### src/rtl/egress_ptr_queue_pkg.sv
// Shared constants and types for the per-port egress pointer queue.
// The switch top sizes every port instance from these values.
package egress_ptr_queue_pkg;

  localparam int EGQ_ADDR_W     = 12;
  localparam int EGQ_DEPTH      = 16;
  localparam int EGQ_DROP_CNT_W = 16;

  // Encodes the {push, pop} pair that decides each occupancy update.
  typedef enum logic [1:0] {
    OCC_HOLD = 2'b00,
    OCC_POP  = 2'b01,
    OCC_PUSH = 2'b10,
    OCC_BOTH = 2'b11
  } occ_op_e;

endpackage

### src/rtl/egress_ptr_queue.sv
// Per-port first-word-fall-through queue of frame start pointers.
// A push that finds the queue full is dropped and reported for buffer release.
module egress_ptr_queue
  import egress_ptr_queue_pkg::*;
#(
  parameter int ADDR_W     = EGQ_ADDR_W,
  parameter int DEPTH      = EGQ_DEPTH,
  parameter int DROP_CNT_W = EGQ_DROP_CNT_W
) (
  input  logic                         clk,
  input  logic                         rst,
  input  logic                         write_req_i,
  input  logic [ADDR_W-1:0]            start_ptr_i,
  output logic                         ptr_valid_o,
  output logic [ADDR_W-1:0]            ptr_o,
  input  logic                         ptr_ready_i,
  output logic                         full_o,
  output logic                         empty_o,
  output logic [$clog2(DEPTH+1)-1:0]   count_o,
  output logic                         drop_valid_o,
  output logic [ADDR_W-1:0]            drop_ptr_o,
  output logic [DROP_CNT_W-1:0]        drop_count_o
);

  localparam int PTR_W = $clog2(DEPTH);
  localparam int CNT_W = $clog2(DEPTH+1);

  function automatic logic [DROP_CNT_W-1:0] sat_inc(input logic [DROP_CNT_W-1:0] v);
    return (&v) ? v : v + DROP_CNT_W'(1);
  endfunction

  logic [ADDR_W-1:0] mem [DEPTH];
  logic [PTR_W-1:0]  wr_ptr;
  logic [PTR_W-1:0]  rd_ptr;
  logic [CNT_W-1:0]  count;
  logic              pop;
  logic              push;
  logic              drop;
  occ_op_e           occ_op;

  assign full_o      = (count == CNT_W'(DEPTH));
  assign empty_o     = (count == '0);
  assign count_o     = count;
  assign ptr_valid_o = !empty_o;
  assign ptr_o       = mem[rd_ptr];

  // A full queue still takes a push when the head leaves in the same cycle.
  assign pop    = ptr_valid_o & ptr_ready_i;
  assign push   = write_req_i & (!full_o | pop);
  assign drop   = write_req_i & full_o & !pop;
  assign occ_op = occ_op_e'({push, pop});

  // Storage stage: data only, never reset.
  always_ff @(posedge clk) begin
    if (push) begin
      mem[wr_ptr] <= start_ptr_i;
    end
  end

  // Control stage: pointers, occupancy and drop reporting.
  always_ff @(posedge clk) begin
    if (rst) begin
      wr_ptr       <= '0;
      rd_ptr       <= '0;
      count        <= '0;
      drop_valid_o <= 1'b0;
      drop_ptr_o   <= '0;
      drop_count_o <= '0;
    end else begin
      if (push) begin
        wr_ptr <= wr_ptr + PTR_W'(1);
      end
      if (pop) begin
        rd_ptr <= rd_ptr + PTR_W'(1);
      end
      case (occ_op)
        OCC_PUSH: count <= count + CNT_W'(1);
        OCC_POP:  count <= count - CNT_W'(1);
        default:  count <= count;
      endcase
      drop_valid_o <= drop;
      if (drop) begin
        drop_ptr_o   <= start_ptr_i;
        drop_count_o <= sat_inc(drop_count_o);
      end
    end
  end

endmodule

### config.mk
export PLATFORM = sky130hd
export DESIGN_NAME = egress_ptr_queue
export DESIGN_NICKNAME = d
export VERILOG_FILES = /design/src/rtl/egress_ptr_queue_pkg.sv /design/src/rtl/egress_ptr_queue.sv
export SDC_FILE = /design/constraint.sdc
export NUM_CORES = 1
export LEC_CHECK = 0
export CORE_AREA = 2 2 153 155
export CTS_BUF_LIST = sky130_fd_sc_hd__clkbuf_4 sky130_fd_sc_hd__clkbuf_8
export DETAILED_ROUTE_END_ITERATION = 12
export DIE_AREA = 0 0 155 157
export REMOVE_ABC_BUFFERS = 1
export SYNTH_ARGS = -nofsm -noshare
export SYNTH_HDL_FRONTEND = slang
export SYNTH_SLANG_ARGS = --single-unit
### constraint.sdc
create_clock -name clk -period 4.37 [get_ports clk]
set_input_delay 0.874 -clock clk [delete_from_list [all_inputs] [get_ports clk]]
set_output_delay 0.874 -clock clk [all_outputs]
set_load 0.02 [all_outputs]
==> impl_results.md <==
* Status: finished, final reports clean
* TritonCTS clock tree: yes
* Slew HR at 0.2657
* Top cell type's share of synthesized area at 0.6024
* Starting Density at 0.4254
* Cell mode on critical path: mux4_2
* Clock skew at 18.51 ps
* Remaining Overflow, GRT at 0
* PD cells at 503.3 nW/µm²
* Total I/O pin count at 65
* Netlist cell types at between 50 and 60
* Reg2reg path depth at 8
* Max Slew Vio Count at 0
* Least-Margin Pin Slew at between 1000 and 1500 ps
* Clock Latency Late Sink at roughly 540 ps
* Core area at 22,500 µm²
* Total number of vias at 5,413
* Drt pass-1 iters at 5
* Seq cells post-synth at between 200 and 250
* Hold path startpoint: drop_ptr_o[1]
* Lkg Pwr at around 0.0037 µW
* Fin util at 0.5116
* Fin crit share at 0.9134
* Htree depth at 2
* Total power at approximately 5800 µW
* # setup viols final at 0
* Vias in the first global route at between 5,000 and 6,000
* Arrival @ worst endpoint at about 3100 ps
* Die footprint at 24,340 µm²
* Setup TNS at 0 ps
* Final Hold Viols at 0
* Root Buffer: clkbuf_8
* CP Buf/Inv Count at 2
* Reg-to-Reg Start: count_o[0]
* RSZ-0062 raised after global routing: no
* Worst Setup End Kind: output port
* Area Growth Syn to Fin at 20.27%
* PortBufs at 64
* Crit-path cells: buf_12 -> mux4_2 -> mux4_2 -> clkdlybuf4s50_1
* Clock Pin Slew Worst Setup and Hold Paths at approximately 60 ps
* Max-cap violations at 0
* 1st-iter DRT viols at 373
* Placer Congestion at ~0.8
* Width of the die at ~160 µm
* Standard-cell rows at 55
* Clock tree buffer depth at 3
* Most common cell after layout, fill and taps aside: edfxtp_1
* Minimum clock period at about 4000 ps
* Reg2Reg Setup Slack at 1380 ps
* Clk sink count at 238
* Hold WS at 456.8 ps
* Via density at between 5 and 6
* Mapped Area at around 9600 µm²
* HPWL after DPL at ~13,000 µm
* Worst Hold Class: flip-flop to flip-flop
* Worst R2R End: count_o[4]
* Total setup buffers inserted after CTS at 0
* Delay-heaviest family, CP: multiplexers
* Hold depth at 2
* Total GRT Usage at 0.1796
* First-pass GRT wire length at approximately 32,000 µm
* Post-Syn Instances at ~550
* CTS buffer count at 40
* Filler Cells Inserted at between 1,500 and 2,000
* Highest-count cells in the layout ignoring fill and taps: edfxtp_1, clkdlybuf4s50_1, mux4_2, dfxtp_1, clkbuf_8
* Worst Path Max Fanout at 25
* Cts repair resizes at 0
* CP required at about 3500 ps
* Setup WS pre-CTS at 869.9 ps
* Antenna cells at 0
* Largest net degree at the start of global routing at between 50 and 60
* Stages on worst setup path at 4
* Total Wirelength at ~21,000 µm
* Ys flop type: edfxtp_1
* Final worst slack at 378.2 ps
* Syn avg cell area at about 17 µm²
* Sequential fraction of the synthesis area at 0.6986
* Worst path max stage delay at around 700 ps
* Final nets at ~690
* Crit path kind: flip-flop to output port
* FMAX at about 250 MHz
* Number of enable flip-flop cells after synthesis at ~190
* Initial antenna violation count at 0
* Cts hold-fix bufs at 0
* WL per Instance at between 20 and 25 µm
* Slowest stage cell, crit path: dfxtp_4
* Async SR Flop Fraction at 0
* Startpoint Class: flip-flop
* Layout cells sized above 1 at 0.2525
* Post-route DRC at 0
* Top post-synthesis cells by area: edfxtp_1, mux4_2, dfxtp_1
* Die H at roughly 160 µm
* Maximum vdd drop at 721.4 µV
* Synthesis warning total at 0
* ANT nets after route at 0
* WHS Endpoint: drop_ptr_o[1]
* Leading area contributor after synthesis: edfxtp_1
[cells in the mapped netlist (all sizes together) (2+ instances only)]
cell       n
edfxtp   192
mux4      60
dfxtp     46
nand2     38
nor2      29
a21oi     23
buf       13
clkbuf    13
nor3      13
nand3     11
or4       11
inv       10
ha         9
nor4       8
o21ai      8
o31ai      6
nand2b     5
nor2b      5
o211ai     5
xor2       5
a211oi     4
mux2       4
nand4      4
a21o       3
a31oi      3
and3       3
mux2i      3
and4       2
o2111ai    2
xnor2      2
[stage by stage]
stage	instance area, µm²	cells
floorplan	9449	527
global placement	10690	902
detailed placement	10690	902
CTS	11510	974
global route	11510	974
finish	11510	974
[report_power, final]
group | total, µW | internal (µW) | leakage, µW | switching (µW)
sequential | 2670 | 2530 | 0.00211 | 142
clock | 2010 | 1170 | 0.000445 | 844
combinational | 1110 | 569 | 0.00116 | 539
total | 5790 | 4270 | 0.00371 | 1520
[cell families after synthesis]
| kind of cell | count (synthesis) | synth area share |
|---|---|---|
| AOI/OAI and AO/OA | 61 | 0.04131 |
| muxes | 67 | 0.1490 |
| DFF | 238 | 0.6986 |
| and+or+nand+nor | 134 | 0.07412 |
| xor gates and xnor gates | 7 | 0.006405 |
| adders and majority gates | 10 | 0.01386 |
| buffers and inverters | 36 | 0.01673 |
[worst max path at each step]
stage,endpoint,slack [ps],from
after global routing,ptr_o[0],190,flip-flop
final,ptr_o[0],380,flip-flop
after global placement,ptr_o[3],880,flip-flop
after detailed placement,ptr_o[9],870,flip-flop
after floorplan,ptr_o[0],220,flip-flop
after CTS,ptr_o[0],280,flip-flop
[metal layers]
metal	track usage	part of all wire	routed length, µm	vias to the layer above
li1	-	-	-	2436
met1	0.2267	0.41	8767	2752
met2	0.3101	0.51	10830	178
met3	0.04047	0.057	1225	47
met4	0.05732	0.023	495	0
met5	0	0	0	-
[state kept, by name, indices dropped and copies added (netlist names), named ones only]
| register | count |
|---|---|
| mem | 192 |
| drop_valid_o | 1 |
| count_o | 5 |
| wr_ptr | 4 |
| drop_count_o | 16 |
| drop_ptr_o | 12 |
| rd_ptr | 4 |
[final cells by class]
class | count | area, µm² | share of cell area
sequential | 238 | 6691 | 0.5812
multi-input combinational | 279 | 2745 | 0.2385
timing repair buffer | 90 | 855.8 | 0.07434
clock buffer | 66 | 770.7 | 0.06695
tap | 285 | 356.6 | 0.03097
clock inverter | 6 | 55.05 | 0.004782
inverter | 10 | 37.54 | 0.003261
[worst register-to-register path, cell delays in order (launching register included)]
cell      delay [ps]
dfxtp_1          410
or4_1            770
o211ai_2         310
inv_1            200
fa_1             440
a21o_1           180
a21o_1           210
o311a_1          350
nand3_1           80
Note: power is estimated with default switching activity, not from simulation.
